===== config.mk =====
export PLATFORM = sky130hd
export DESIGN_NAME = alu_log_ctrl
export DESIGN_NICKNAME = d
export VERILOG_FILES = /design/src/rtl/alu_pkg.sv /design/src/rtl/alu_funct_dec.sv /design/src/rtl/alu_log_ctrl.sv
export SDC_FILE = /design/constraint.sdc
export NUM_CORES = 1
export LEC_CHECK = 0
export ABC_CLOCK_PERIOD_IN_PS = 5100
export BUFFER_PORTS_ARGS = -buffer_cell sky130_fd_sc_hd__buf_2
export CAP_MARGIN = 20
export CORE_UTILIZATION = 25
export DETAILED_ROUTE_END_ITERATION = 12
export PLACE_DENSITY = 0.49
export SETUP_SLACK_MARGIN = 0.5
export SLEW_MARGIN = 20
export SYNTH_ARGS = -nofsm -noshare
export SYNTH_HDL_FRONTEND = slang
export SYNTH_SLANG_ARGS = --single-unit

===== constraint.sdc =====
create_clock -name clk -period 5.1 [get_ports clk]
set_input_delay 0.765 -clock clk [delete_from_list [all_inputs] [get_ports clk]]
set_output_delay 0.765 -clock clk [all_outputs]
set_load 0.005 [all_outputs]

===== src/rtl/alu_pkg.sv =====
// Shared definitions for the logic-op request controller: funct codes,
// FSM state type and counter widths.
package alu_pkg;

    // R-type funct codes for the four logic operations
    localparam logic [5:0] FunctAnd = 6'h24;
    localparam logic [5:0] FunctOr  = 6'h25;
    localparam logic [5:0] FunctXor = 6'h26;
    localparam logic [5:0] FunctNor = 6'h27;

    localparam int unsigned OpCntW  = 16;
    localparam int unsigned ErrCntW = 8;

    typedef enum logic [1:0] {
        StIdle,
        StExec,
        StResp
    } state_e;

endpackage


===== src/rtl/alu_funct_dec.sv =====
// Combinational funct decoder: maps a 6-bit R-type funct code onto the
// two logic-unit select bits, flagging anything outside the logic group.
module alu_funct_dec
    import alu_pkg::*;
(
    input  logic [5:0] funct,
    output logic       alu_op0,
    output logic       alu_op1,
    output logic       illegal
);

    // Decode table; unknown codes select AND but are flagged illegal
    always_comb begin
        alu_op0 = 1'b0;
        alu_op1 = 1'b0;
        illegal = 1'b0;
        case (funct)
            FunctAnd: begin
                alu_op0 = 1'b0;
                alu_op1 = 1'b0;
            end
            FunctOr: begin
                alu_op0 = 1'b1;
            end
            FunctXor: begin
                alu_op1 = 1'b1;
            end
            FunctNor: begin
                alu_op0 = 1'b1;
                alu_op1 = 1'b1;
            end
            default: begin
                illegal = 1'b1;
            end
        endcase
    end

endmodule


===== src/rtl/alu_log_ctrl.sv =====
// Request/response controller for an external combinational logic unit.
// A legal request registers its operands and op select, waits one cycle
// for the unit to settle, captures the result and presents it until the
// consumer accepts. Illegal requests skip the unit and respond with an error.
module alu_log_ctrl
    import alu_pkg::*;
(
    input  logic               clk,
    input  logic               rst,
    input  logic               req_valid,
    output logic               req_ready,
    input  logic [5:0]         req_funct,
    input  logic [31:0]        req_A,
    input  logic [31:0]        req_B,
    output logic [31:0]        log_A,
    output logic [31:0]        log_B,
    output logic               AluOp0,
    output logic               AluOp1,
    input  logic [31:0]        log_result,
    output logic               rsp_valid,
    input  logic               rsp_ready,
    output logic [31:0]        rsp_result,
    output logic               rsp_err,
    output logic [OpCntW-1:0]  op_count,
    output logic [ErrCntW-1:0] err_count
);

    state_e               state_q;
    logic [OpCntW-1:0]    op_cnt_q;
    logic [ErrCntW-1:0]   err_cnt_q;
    logic                 dec_op0;
    logic                 dec_op1;
    logic                 dec_illegal;
    logic                 accept;

    alu_funct_dec u_dec (
        .funct   (req_funct),
        .alu_op0 (dec_op0),
        .alu_op1 (dec_op1),
        .illegal (dec_illegal)
    );

    // req_ready is registered, so it can only be high in an idle state
    assign accept    = req_valid && req_ready;
    assign op_count  = op_cnt_q;
    assign err_count = err_cnt_q;

    // Transaction FSM; all handshake and datapath outputs are registered here
    always_ff @(posedge clk or posedge rst) begin
        if (rst) begin
            state_q    <= StIdle;
            req_ready  <= 1'b0;
            rsp_valid  <= 1'b0;
            rsp_result <= '0;
            rsp_err    <= 1'b0;
            log_A      <= '0;
            log_B      <= '0;
            AluOp0     <= 1'b0;
            AluOp1     <= 1'b0;
            op_cnt_q   <= '0;
            err_cnt_q  <= '0;
        end else begin
            unique case (state_q)
                StIdle: begin
                    if (accept) begin
                        req_ready <= 1'b0;
                        if (dec_illegal) begin
                            // Operand/op registers keep the last legal request
                            state_q    <= StResp;
                            rsp_valid  <= 1'b1;
                            rsp_result <= '0;
                            rsp_err    <= 1'b1;
                        end else begin
                            state_q <= StExec;
                            log_A   <= req_A;
                            log_B   <= req_B;
                            AluOp0  <= dec_op0;
                            AluOp1  <= dec_op1;
                        end
                    end else begin
                        // First edge after reset release raises ready here
                        req_ready <= 1'b1;
                    end
                end
                StExec: begin
                    state_q    <= StResp;
                    rsp_valid  <= 1'b1;
                    rsp_result <= log_result;
                    rsp_err    <= 1'b0;
                end
                StResp: begin
                    if (rsp_ready) begin
                        state_q   <= StIdle;
                        rsp_valid <= 1'b0;
                        req_ready <= 1'b1;
                        if (rsp_err) begin
                            if (err_cnt_q != '1) begin
                                err_cnt_q <= err_cnt_q + 1'b1;
                            end
                        end else begin
                            op_cnt_q <= op_cnt_q + 1'b1;
                        end
                    end
                end
                default: begin
                    state_q   <= StIdle;
                    req_ready <= 1'b0;
                    rsp_valid <= 1'b0;
                end
            endcase
        end
    end

endmodule


==> Word level (Yosys, flattened, before mapping) <==
Index checks and enable logic that the tools add are counted.
{ "word_totals": {"out_inout_bits": 125, "reg_bits": 127, "elab_cells": 55} }
{ "op_classes": {"n_reduce_logical": 13, "muxes": 17, "n_bitwise": 2, "eq_ne": 10, "add_sub_neg": 2} }
{ "ops": {"columns": ["cell", "n"], "rows": [
  ["$mux 32", 2],
  ["$pmux 32 s2", 1],
  ["$eq 6x6->1 const B", 4],
  ["$add 16x1->16 const B", 1],
  ["$reduce_and 3->1", 4],
  ["$add 8x1->8 const B", 1],
  ["$ne 8x8->1 const B", 1],
  ["$mux 1", 7],
  ["$mux 2", 3],
  ["$ne 2x2->1 const B", 3],
  ["$pmux 1 s3", 2],
  ["$pmux 2 s3", 1],
  ["$reduce_and 2->1", 2],
  ["$reduce_and 4->1", 1],
  ["$reduce_or 2->1", 2],
  ["$reduce_or 4->1", 1],
  ["$eq 2x1->1 const B", 1],
  ["$eq 2x2->1 const B", 1],
  ["$logic_not 2->1", 1],
  ["$not 1->1", 2],
  ["$pmux 1 s2", 1],
  ["$reduce_bool 2->1", 1],
  ["$logic_and 1x1->1", 1]
]} }

==> Depth between registers and ports, before layout <==
Gate-level depths: netlist of run 1.
{ "depth": {"ltp_word": 5, "depth_mapped": 6} }

==> Cells and area by module <==
From an unflattened synthesis of run 1, not the netlist that was laid out.
{ "unflattened": {"cells_unflattened": 337, "hier_area_um2": 5077.4} }
{ "by_module_without_submodules": {"columns": ["module", "seq_area_each_um2", "instances", "area_per_inst_um2", "cells_each"], "rows": [
  ["alu_log_ctrl", 3178.0, 1, 5048.6, 333],
  ["alu_funct_dec", 0.0, 1, 28.8, 4]
]} }

==> Worst setup path after synthesis of run 1 <==
OpenSTA, ideal clock, no wires.
{ "synth_path": {"kind": "input to register", "startpoint": "in req_funct[3]", "endpoint": "reg AluOp0", "path_stages": 5, "setup_slack_ps": 3200, "n_path_buf": 2, "t_arrival_ps": 1775, "path_cell_list": "nor4bb_1 -> nand2_1 -> buf_2 -> buf_6 -> mux2_2"} }
{ "synth_via": {"elab_chain_len": 3} }
{ "synth_rtl": {"columns": ["item", "line", "rtl"], "rows": [
  ["from (decl)", "alu_log_ctrl.sv:12", "input logic [5:0] req_funct,"],
  ["$eq 6x6->1", "alu_funct_dec.sv:17", "case (funct)"],
  ["$reduce_or 4->1 (no line) / $reduce_or 2->1 (equally long branches)", null, null],
  ["$reduce_and 3->1 (no line) / $mux 1 (equally long branches)", null, null],
  ["to (signal assigned)", "alu_log_ctrl.sv:77", "AluOp0 <= dec_op0;"],
  ["to (decl)", "alu_log_ctrl.sv:17", "output logic AluOp0,"]
]} }
Several ways; a longest one is shown, not always the timed one.
A chain may end at the register's enable or synchronous reset.

==> Final worst setup path of run 1 <==
{ "layout_path": {"startpoint": "in req_funct[3]", "endpoint": "reg rsp_result[4]"} }
{ "layout_via": {"elab_chain_len": 4} }
{ "layout_rtl": {"columns": ["item", "line", "rtl"], "rows": [
  ["$eq 6x6->1", "alu_funct_dec.sv:17", null],
  ["$reduce_or 4->1 (no line) (*)", null, null],
  ["$ne 2x2->1 (no line) (*)", null, null],
  ["$reduce_and 3->1 (no line) (*)", null, null],
  ["to (signal assigned)", "alu_log_ctrl.sv:88", "rsp_result <= log_result;"],
  ["to (decl)", "alu_log_ctrl.sv:22", "output logic [31:0] rsp_result,"]
]} }
Every way passes the cells marked *; elsewhere a longest branch is shown, timed or not.

==> results.md, run 1 <==
- Status: finished clean
- Worst path max stage delay: 0.84 ns
- Starting density of the core: 0.254
- CTS buffer count: 17
- Worst R2R Path Depth: 4
- Core Area: 19400 um^2
- Fillers: 1981
- Die Span X: 142 um
- Sink Count: 127
- Critical path cell sequence: buf_2 -> nor4bb_1 -> or2_1 -> a21o_1 -> a22o_1
- Fin Setup TNS: 0 ns
- Final Slew Violations: 0
- GPL Wtd Cong: 0.719
- CP top delay family: compound AO/OA/AOI/OAI gates
- Vias in the first global route: 3513
- Final Setup Violations: 0
- Ant. Diodes: 0
- Synthesized area: 4930 um^2
- First-pass GRT wire length: 17800 um
- Synth Flop Type: dfrtp_1
- Slowest-stage cell, CP: a21o_1
- Max_slew headroom: 0.289
- Unrepaired setup endpoints after global routing: false
- Final Hold Vio Count: 0
- Largest net degree at the start of global routing: 68
- Sw Ratio: 0.273
- Critical Path Start: req_funct[3]
- Synth warnings: 0
- Cells after Synth: 327
- Seq cells post-synth: 127
- Cell internal pwr: 2.51 mW
- Hold-fix buffers, CTS: 0
- Synth area leaders: dfrtp_1 64%, mux2_2 16%, a22o_1 5.7%
- DR WL/cell: 13.8 um
- Worst Path Buf+Inv: 1
- Setup bufs post-CTS: 0
- Initial DRT Pass Iterations: 4
- CP Class: in2reg
- F_max: 422 MHz
- Ports: 231
- Vias: 3556
- Worst Path Required: 5.43 ns
- Leakage power: 3.77 nW
- Post-detail-place hpwl: 8250 um
- Post-synth cell types: 31
- Final instance area: 6930 um^2
- R2R setup slack: 3.14 ns
- Worst EP arrival: 2.71 ns
- GRT Util Overall: 0.115
- Endpoint type of the worst setup path: register
- Max_cap viols: 0
- Tmin final: 2.37 ns
- DRC Markers: 0
- Remaining global-route overflow: 0
- Power Density: 499 nW/um^2
- Antenna-violating nets left: 0
- Crit start category: primary input
- Top cell type's share of synthesized area: 0.645
- Post-layout util: 0.357
- Avg Cell Area, Syn: 15.1 um^2
- Yosys top cell by area: dfrtp_1
- H-tree Lvls: 4
- Setup Skew: 0.00630 ns
- Cts repair resizes: 0
- Sequential share of power: 0.432
- Async set-reset flop share out of synthesis: 1.00
- Die Y-Extent: 142 um
- Clk buf depth: 2
- Net count, final: 673
- Sequential fraction of the synthesis area: 0.645
- Worst R2R Start: state_q[1]$_DFFE_PP0P_
- Drt initial violations: 103
- Row count: 51
- PortBufs: 230
- Worst-path fanout max: 33
- Final WL: 11600 um
- P&R area growth vs syn: 40.6%
- Commonest non-fill, non-tap cell in the layout: buf_2
- Number of enable flip-flop cells after synthesis: 0
- Placed Area: 6360 um^2
- Worst-path clk slew: 0.06 ns
- Syn_nets: 435
- Fin crit share: 0.465
- Worst-margin pin slew: 1.07 ns
- Antenna violations before repair: 0
- CTS Root Buffer Type: clkbuf_16
- FF-to-FF End: log_B[2]$_DFFE_PP0P_
- Psw: 945 uW
- Vias per std cell: 4.22
- Clk_lat worst skew: 0.41 ns
- CTS tree: done
- Clk pwr share: 0.339
- Total die area: 20300 um^2
- Hold Crit Class: in2async
- VDD IR-drop max: 0.222 mV
- Most frequent cells in the layout: 230 x buf_2, 127 x dfrtp_1, 70 x mux2_2
- Share of layout cells above drive strength 1: 0.593
- Combinational power share: 0.229
==> cell families (layout without fill, tap and decap cells) <==
family | count (synthesis) | count (layout) | share of synthesized area
flip-flops | 127 | 127 | 0.645
multiplexers | 70 | 70 | 0.160
AO/OA/AOI/OAI | 42 | 42 | 0.0700
XOR/XNOR | 17 | 17 | 0.0332
buffers and inverters | 20 | 270 | 0.0233
AND/OR/NAND/NOR | 49 | 49 | 0.0639
adder cells (fa/ha/maj) | 2 | 2 | 0.00507
==> registers in the layout (all words and copies together) (netlist names) <==
register	count
rsp_result	32
op_count	16
rsp_valid	1
AluOp0	1
log_B	32
log_A	32
req_ready	1
AluOp1	1
err_count	8
rsp_err	1
state_q	2
==> layout make-up <==
type                            count  area [um^2]  share of cell area
Multi-Input combinational cell    180         1650               0.238
Clock buffer                       20          457              0.0659
Sequential cell                   127         3180               0.458
Tap cell                          265          332              0.0478
Clock inverter                     11          116              0.0168
Inverter                            5         21.3             0.00307
Timing Repair Buffer              234         1180               0.170
==> worst reg2reg max path, cell delays in order (launching register included) <==
cell and delay [ns]:
dfrtp_1 0.50, nor3_1 0.13, nand2_2 0.08, buf_4 0.62, mux2_2 0.51
==> stage by stage <==
| step | hold WS [ns] | setup slack (ns) | instances | power [mW] |
|---|---|---|---|---|
| 6_report | 0.366 | 2.73 | 842 | 3.46 |
| 5_1_grt | 0.386 | 2.58 | 842 | 3.66 |
| 4_1_cts | 0.364 | 2.76 | 842 | 3.53 |
| 3_5_place_dp | 0.477 | 2.32 | 811 | 2.32 |
| 3_3_place_gp | 0.480 | 2.41 | 811 | 2.30 |
| 2_1_floorplan | 0.481 | 0.951 | 327 | 1.88 |
==> layer usage <==
metal,wire length (um),global-route usage,vias to the layer above
met4,197,0.0532,0
met3,799,0.0384,15
li1,-,-,1661
met1,4980,0.141,1741
met2,5650,0.181,139
met5,0,0,-
==> synthesized netlist by cell type, types with 4 or more instances <==
master / count
nand3_1: 7
inv_1: 5
buf_6: 4
buf_2: 8
nor2_1: 5
and3_1: 7
a22o_1: 32
nand2_1: 11
mux2_2: 70
xnor2_1: 13
and4_1: 5
dfrtp_1: 127
a21oi_1: 4
==> power by group through the flow <==
stage / sequential (mW) / combinational (mW) / clock (mW)
2_1_floorplan: 1.52 / 0.355 / 0
5_1_grt: 1.54 / 0.876 / 1.25
3_3_place_gp: 1.50 / 0.799 / 0
6_report: 1.50 / 0.791 / 1.17
3_5_place_dp: 1.51 / 0.810 / 0
4_1_cts: 1.50 / 0.810 / 1.22
==> worst max-delay path by stage <==
stage / slack, ns / cells past startpoint / to
after floorplan: 0.95 / 1 / AluOp0$_DFFE_PP0P_
after global placement: 2.41 / 5 / rsp_valid$_DFFE_PP0P_
after detailed placement: 2.32 / 5 / rsp_result[28]$_DFFE_PP0P_
after CTS: 2.76 / 5 / rsp_result[1]$_DFFE_PP0P_
after global routing: 2.58 / 5 / rsp_valid$_DFFE_PP0P_
final: 2.73 / 5 / rsp_result[4]$_DFFE_PP0P_
Power figures use the tool's default switching activity.
==> run 2, diff against run 1 <==
Settings changed: ABC_CLOCK_PERIOD_IN_PS 5100 to 2200.
Clock period 5.1 ns to 2.2 ns, I/O delays scaled along.
==> run 2 against run 1 <==
Against the previous run: hold slack lost 0.31 ns; worst setup slack got worse by 2.1 ns; core utilization increased by 0.78 points; cell count is 0.48% higher; combinational power rose by 140%; routed wire length up 0.71%; final area rose by 2.2%; critical path type is now reg2reg; critical endpoint is now log_B[10]$_DFFE_PP0P_; largest cell class unchanged.
==> results.md, run 2 (same netlist as run 1, synthesis figures left out) <==
- Status: finished clean
- Worst-margin pin slew: 0.769 ns (-0.298 ns)
- Net count, final: 676 (+0.45%)
- Final Slew Violations: 0 (unchanged)
- Die Y-Extent: 142 um (unchanged)
- Drt initial violations: 94 (-8.7%)
- Antenna violations before repair: 0 (unchanged)
- R2R setup slack: 0.59 ns (-2.55 ns)
- CTS tree: done
- Crit start category: register
- Met3 Wirelength: 802 um (+0.38%)
- CTS Root Buffer Type: clkbuf_16
- Total die area: 20300 um^2 (unchanged)
- Fin crit share: 0.730
- CP Class: reg2reg
- CTS buffer count: 17 (unchanged)
- CP top delay family: flip-flops
- Crit path setup slack, layout: 0.595 ns (-2.13 ns)
- Hold Crit Class: in2async
- Worst path max stage delay: 0.47 ns (-0.37 ns)
- Pwr Total: 8.32 mW (+140%)
- Worst EP arrival: 1.89 ns (-0.82 ns)
- WL met2: 5640 um (-0.18%)
- Sink Count: 127 (unchanged)
- Die Span X: 142 um (unchanged)
- Critical path cell sequence: nor3_2 -> nand2_2 -> buf_12 -> mux2_2
- Vias in the first global route: 3482 (-0.88%)
- First-pass GRT wire length: 18100 um (+1.9%)
- Fin Setup TNS: 0 ns (unchanged)
- Remaining global-route overflow: 0 (unchanged)
- Power Density: 1170 nW/um^2 (+140%)
- Max_cap viols: 0 (unchanged)
- Tmin final: 1.61 ns
- Slowest-stage cell, CP: dfrtp_2
- Unrepaired setup endpoints after global routing: false
- Clk_lat worst skew: 0.40 ns (about the same)
- Share of layout cells above drive strength 1: 0.609 (+0.0166)
- DR WL/cell: 13.8 um (+0.23%)
- Row count: 51 (unchanged)
- Initial DRT Pass Iterations: 4 (unchanged)
- Final WL: 11700 um (+0.71%)
- Ant. Diodes: 0 (unchanged)
- DRC Markers: 0 (unchanged)
- Post-detail-place hpwl: 8350 um (+1.3%)
- PortBufs: 230 (unchanged)
- Vias per std cell: 4.18 (-0.92%)
- Core Area: 19400 um^2 (unchanged)
- Final Hold Vio Count: 0 (unchanged)
- Commonest non-fill, non-tap cell in the layout: buf_2
- Max_slew headroom: 0.486 (+0.197)
- H-tree Lvls: 4 (unchanged)
- Setup Skew: 0.00459 ns (-0.00171 ns)
- Largest registers: log_A: 32 flops, log_B: 32 flops, rsp_result: 32 flops
- Worst-path clk slew: 0.06 ns (about the same)
- Most frequent cells in the layout: 230 x buf_2, 124 x dfrtp_1, 70 x mux2_2
- Leakage power: 3.82 nW (+1.4%)
- Endpoint type of the worst setup path: register
- Starting density of the core: 0.254 (unchanged)
- Top layer in use: met4
- Largest net degree at the start of global routing: 67 (-1.5%)
- Worst-path fanout max: 66 (+100%)
- Pre-CTS setup slack: 0.203 ns (-2.11 ns)
- Worst Path Required: 2.48 ns (-2.95 ns)
- Met1 wire length: 5120 um (+2.9%)
- Vias: 3540 (-0.45%)
- Antenna-violating nets left: 0 (unchanged)
- FF-to-FF End: log_B[10]$_DFFE_PP0P_
- F_max: 623 MHz
- P&R area growth vs syn: 43.7%
- Worst R2R Path Depth: 4 (unchanged)
- GRT Util Overall: 0.116 (+0.000971)
- Hold-fix buffers, CTS: 0 (unchanged)
- Clk buf depth: 2 (unchanged)
- Final Setup Violations: 0 (unchanged)
- GPL Wtd Cong: 0.736 (+2.4%)
- Worst R2R Start: state_q[1]$_DFFE_PP0P_
- Ports: 231 (unchanged)
- VDD IR-drop max: 0.495 mV (+120%)
- Worst Path Buf+Inv: 1 (unchanged)
[run 2: stage by stage]
stage	area, um^2	cells	hold WS, ns	utilization
2_1_floorplan	4930	327	0.470	-
3_3_place_gp	6420	813	0.475	0.331
3_5_place_dp	6430	813	0.482	0.331
4_1_cts	7060	845	0.0797	0.364
5_1_grt	7080	846	0.0978	0.365
6_report	7080	846	0.0591	0.365
[run 2: layout make-up]
type / instances / area [um^2]
repair buffers: 237 / 1250
clock inverters: 13 / 188
clock buffers: 19 / 443
inverters: 5 / 22.5
multi-input cells: 180 / 1660
well taps: 265 / 332
flip-flops and latches: 127 / 3180
fillers: 1962 / 12300
[run 2: what timing repair did]
item                                    CTS  global route
endpoints found under the setup margin    5            76
gates cloned                              0             0
setup buffers                             0             1
gates resized for setup                   2             7
[run 2: worst max-delay path by stage]
stage | start | to | slack, ns | depth (start not counted)
floorplan | rst | AluOp0$_DFFE_PP0P_ | 0.30 | 1
global placement | req_funct[3] | rsp_result[21]$_DFFE_PP0P_ | 0.31 | 6
detailed placement | req_funct[3] | rsp_result[22]$_DFFE_PP0P_ | 0.20 | 6
CTS | req_ready$_DFFE_PP0P_ | log_B[4]$_DFFE_PP0P_ | 0.51 | 5
global route | state_q[0]$_DFFE_PP0P_ | op_count[13]$_DFFE_PP0P_ | 0.50 | 5
finish | state_q[1]$_DFFE_PP0P_ | log_B[10]$_DFFE_PP0P_ | 0.59 | 4
[run 2: layer usage]
metal / vias to the layer above / global-route usage
met5: - / 0
met2: 135 / 0.182
met4: 0 / 0.0430
li1: 1667 / -
met1: 1728 / 0.145
met3: 10 / 0.0417
[run 2: report_power, final]
part | internal, mW | switching [mW] | leakage, nW | total, mW
Sequential | 3.05 | 0.419 | 1.68 | 3.46
Combinational | 1.09 | 0.773 | 1.84 | 1.87
Clock | 1.93 | 1.05 | 0.300 | 2.99
Total | 6.07 | 2.25 | 3.82 | 8.32
==> run 3, diff against run 2 <==
Settings changed: ABC_CLOCK_PERIOD_IN_PS 2200 to 1310, PLACE_DENSITY 0.49 to 0.51.
Clock period 2.2 ns to 1.31 ns, I/O delays scaled along.
==> run 3 against run 2 <==
Against the previous run: final area rose by 26%; first-iteration DRC count rose by 21%; the run now ends with negative setup slack left; largest cell class unchanged; critical path depth is 1 higher; clock skew increased by 0.0014 ns; sequential power grew 67%; routed wire length up 23%; sequential cell count stayed put; sequential share of layout area decreased by 9.3 points.
==> results.md, run 3 (same netlist as run 1, synthesis figures left out) <==
- Crit path setup slack, layout: -0.224 ns (-0.818 ns)
- Unrepaired setup endpoints after global routing: true
- Worst-margin pin slew: 0.441 ns (-0.328 ns)
- Cell internal pwr: 11.5 mW (+89%)
- Worst Path Buf+Inv: 2 (+1)
- Status: finished with violations
- Worst EP arrival: 1.82 ns (-0.07 ns)
- Antenna violations before repair: 3 (+3)
- Max_cap viols: 0 (unchanged)
- Fin crit share: 1.17 (+0.441)
- Clk_lat worst skew: 0.41 ns (about the same)
- Share of layout cells above drive strength 1: 0.656 (+0.0469)
- CTS tree: done
- Sink Count: 127 (unchanged)
- Total die area: 20300 um^2 (unchanged)
- Remaining global-route overflow: 0 (unchanged)
- Final Hold Vio Count: 0 (unchanged)
- Clk buf depth: 2 (unchanged)
- VDD IR-drop max: 0.973 mV (+97%)
- Critical path cell sequence: buf_6 -> nor3_4 -> nand2_4 -> buf_12 -> mux2_2
- Final Slew Violations: 0 (unchanged)
- Endpoint type of the worst setup path: register
- Worst path max stage delay: 0.40 ns (-0.07 ns)
- FF-to-FF End: log_B[26]$_DFFE_PP0P_
- Core Area: 19400 um^2 (unchanged)
- Worst R2R Path Depth: 5 (+1)
- Antenna-violating nets left: 0 (unchanged)
- Hold Crit Class: in2reg
- CP top delay family: flip-flops
- CP Class: reg2reg
- Pwr Total: 15.9 mW (+91%)
- Sequential share of power: 0.364 (-0.053)
- Psw: 4.38 mW (+95%)
- Power Density: 1780 nW/um^2 (+51%)
- Die Y-Extent: 142 um (unchanged)
- Crit start category: register
- GRT Util Overall: 0.135 (+0.0195)
- Worst Path Required: 1.60 ns (-0.88 ns)
- Max_slew headroom: 0.705 (+0.219)
- Sw Ratio: 0.276 (+0.00609)
- Failing checks: negative setup slack
- Starting density of the core: 0.254 (unchanged)
- Hold_sp: req_B[2]
- Drt initial violations: 114 (+21%)
- Final WL: 14400 um (+23%)
- Post-layout util: 0.461 (+0.0954)
- Most frequent cells in the layout: 215 x buf_2, 125 x dfrtp_1, 68 x mux2_2
- Worst R2R Start: state_q[0]$_DFFE_PP0P_
- DR WL/cell: 14.4 um (+4.0%)
- Initial DRT Pass Iterations: 4 (unchanged)
- Vias in the first global route: 4264 (+22%)
- Setup Skew: 0.00597 ns (+0.00138 ns)
- R2R setup slack: -0.22 ns (-0.82 ns)
- PortBufs: 230 (unchanged)
- CTS Root Buffer Type: clkbuf_16
- Worst-path fanout max: 23 (-65%)
- First-pass GRT wire length: 21000 um (+16%)
- CTS buffer count: 17 (unchanged)
- Hold path depth: 2
- Ports: 231 (unchanged)
- Final Setup Violations: 121 (+121)
- Worst-path clk slew: 0.06 ns (about the same)
- Vias: 4214 (+19%)
- Post-detail-place hpwl: 9040 um (+8.2%)
- Slowest-stage cell, CP: dfrtp_1
- Hold endpoint: log_B[2]$_DFFE_PP0P_
- Die Span X: 142 um (unchanged)
- Net count, final: 828 (+22%)
- GPL Wtd Cong: 0.745 (+1.2%)
- Vias per std cell: 4.21 (+0.71%)
- Clk pwr share: 0.311 (-0.048)
- DRC Markers: 0 (unchanged)
- Layout Cells excl Fill: 1000 (+18%)
- F_max: 652 MHz (+4.7%)
- P&R area growth vs syn: 81.2%
- Row count: 51 (unchanged)
- Largest net degree at the start of global routing: 55 (-18%)
- Combinational power share: 0.325 (+0.100)
- H-tree Lvls: 4 (unchanged)
- Commonest non-fill, non-tap cell in the layout: buf_2
- Dpl cells: 850 (+4.6%)
- Fin Setup TNS: -21.92 ns (-21.92 ns)
- Largest registers: log_A: 32 flops, log_B: 32 flops, rsp_result: 32 flops
- Leakage power: 4.75 nW (+24%)
- Tmin final: 1.53 ns (-0.0717 ns)
-- run 3: cell types whose count changed in the layout (fill, tap and decap cells not counted), moves of 7 or more --
| cell | delta |
|---|---|
| dlygate4sd3_1 | +54 |
| buf_6 | +35 |
| buf_4 | +62 |
| nand3_1 | -7 |
| buf_12 | +8 |
| buf_2 | -15 |
-- run 3: worst max path at each step --
stage | start | slack, ns | cells past startpoint | end
3_5_place_dp | rsp_err$_DFFE_PP0P_ | -0.31 | 6 | op_count[13]$_DFFE_PP0P_
5_1_grt | rsp_err$_DFFE_PP0P_ | -0.27 | 6 | op_count[15]$_DFFE_PP0P_
3_3_place_gp | rsp_err$_DFFE_PP0P_ | -0.30 | 6 | op_count[13]$_DFFE_PP0P_
2_1_floorplan | rst | -0.45 | 1 | AluOp0$_DFFE_PP0P_
6_report | state_q[0]$_DFFE_PP0P_ | -0.22 | 5 | log_B[26]$_DFFE_PP0P_
4_1_cts | state_q[0]$_DFFE_PP0P_ | -0.25 | 5 | err_count[7]$_DFFE_PP0P_
-- run 3: final cells by class --
cell class,instances,area (um^2)
fill,1808,10500
sequential,127,3180
timing repair buffer,389,2930
multi-input combinational,180,1850
clock buffer,18,439
tap,265,332
clock inverter,14,181
inverter,5,25.0
antenna,2,5.00
-- run 3: per-layer routing --
metal / up-vias / GRT usage / wire length, um
li1: 1971 / - / -
met1: 2070 / 0.158 / 6080
met4: 2 / 0.0606 / 243
met5: - / 0 / 17
met3: 21 / 0.0441 / 790
met2: 150 / 0.225 / 7260
-- run 3: stage by stage --
| stage | setup WS (ns) | hold WS [ns] | area (um^2) |
|---|---|---|---|
| finish | -0.224 | 0.0186 | 8930 |
| detailed placement | -0.308 | 0.201 | 6860 |
| CTS | -0.250 | 0.000546 | 8580 |
| global placement | -0.304 | 0.195 | 6860 |
| floorplan | -0.454 | 0.336 | 5080 |
| global route | -0.273 | 0.00273 | 8930 |
-- run 3: what timing repair did --
action | CTS | global route
hold buffers | 54 | 1
hold endpoints to repair | 61 | 1
setup endpoints to repair | 252 | 366
buffers inserted | 31 | 23
gates resized for setup | 45 | 20
pin swaps | 19 | 20
gates cloned | 4 | 3
-- run 3: worst reg2reg max path, delay by kind of cell, from the launching register on --
kind          cells  cell delay, ns
buf+inv           2            0.35
flops             1            0.40
simple gates      2            0.38
mux               1            0.30
-- run 3: power by group through the flow --
stage	clock [mW]	sequential, mW	combinational, mW
final	4.93	5.78	5.16
after global routing	5.25	5.94	5.61
after CTS	5.08	5.77	4.84
after detailed placement	0	5.80	3.81
after global placement	0	5.76	3.71
after floorplan	0	5.96	1.53
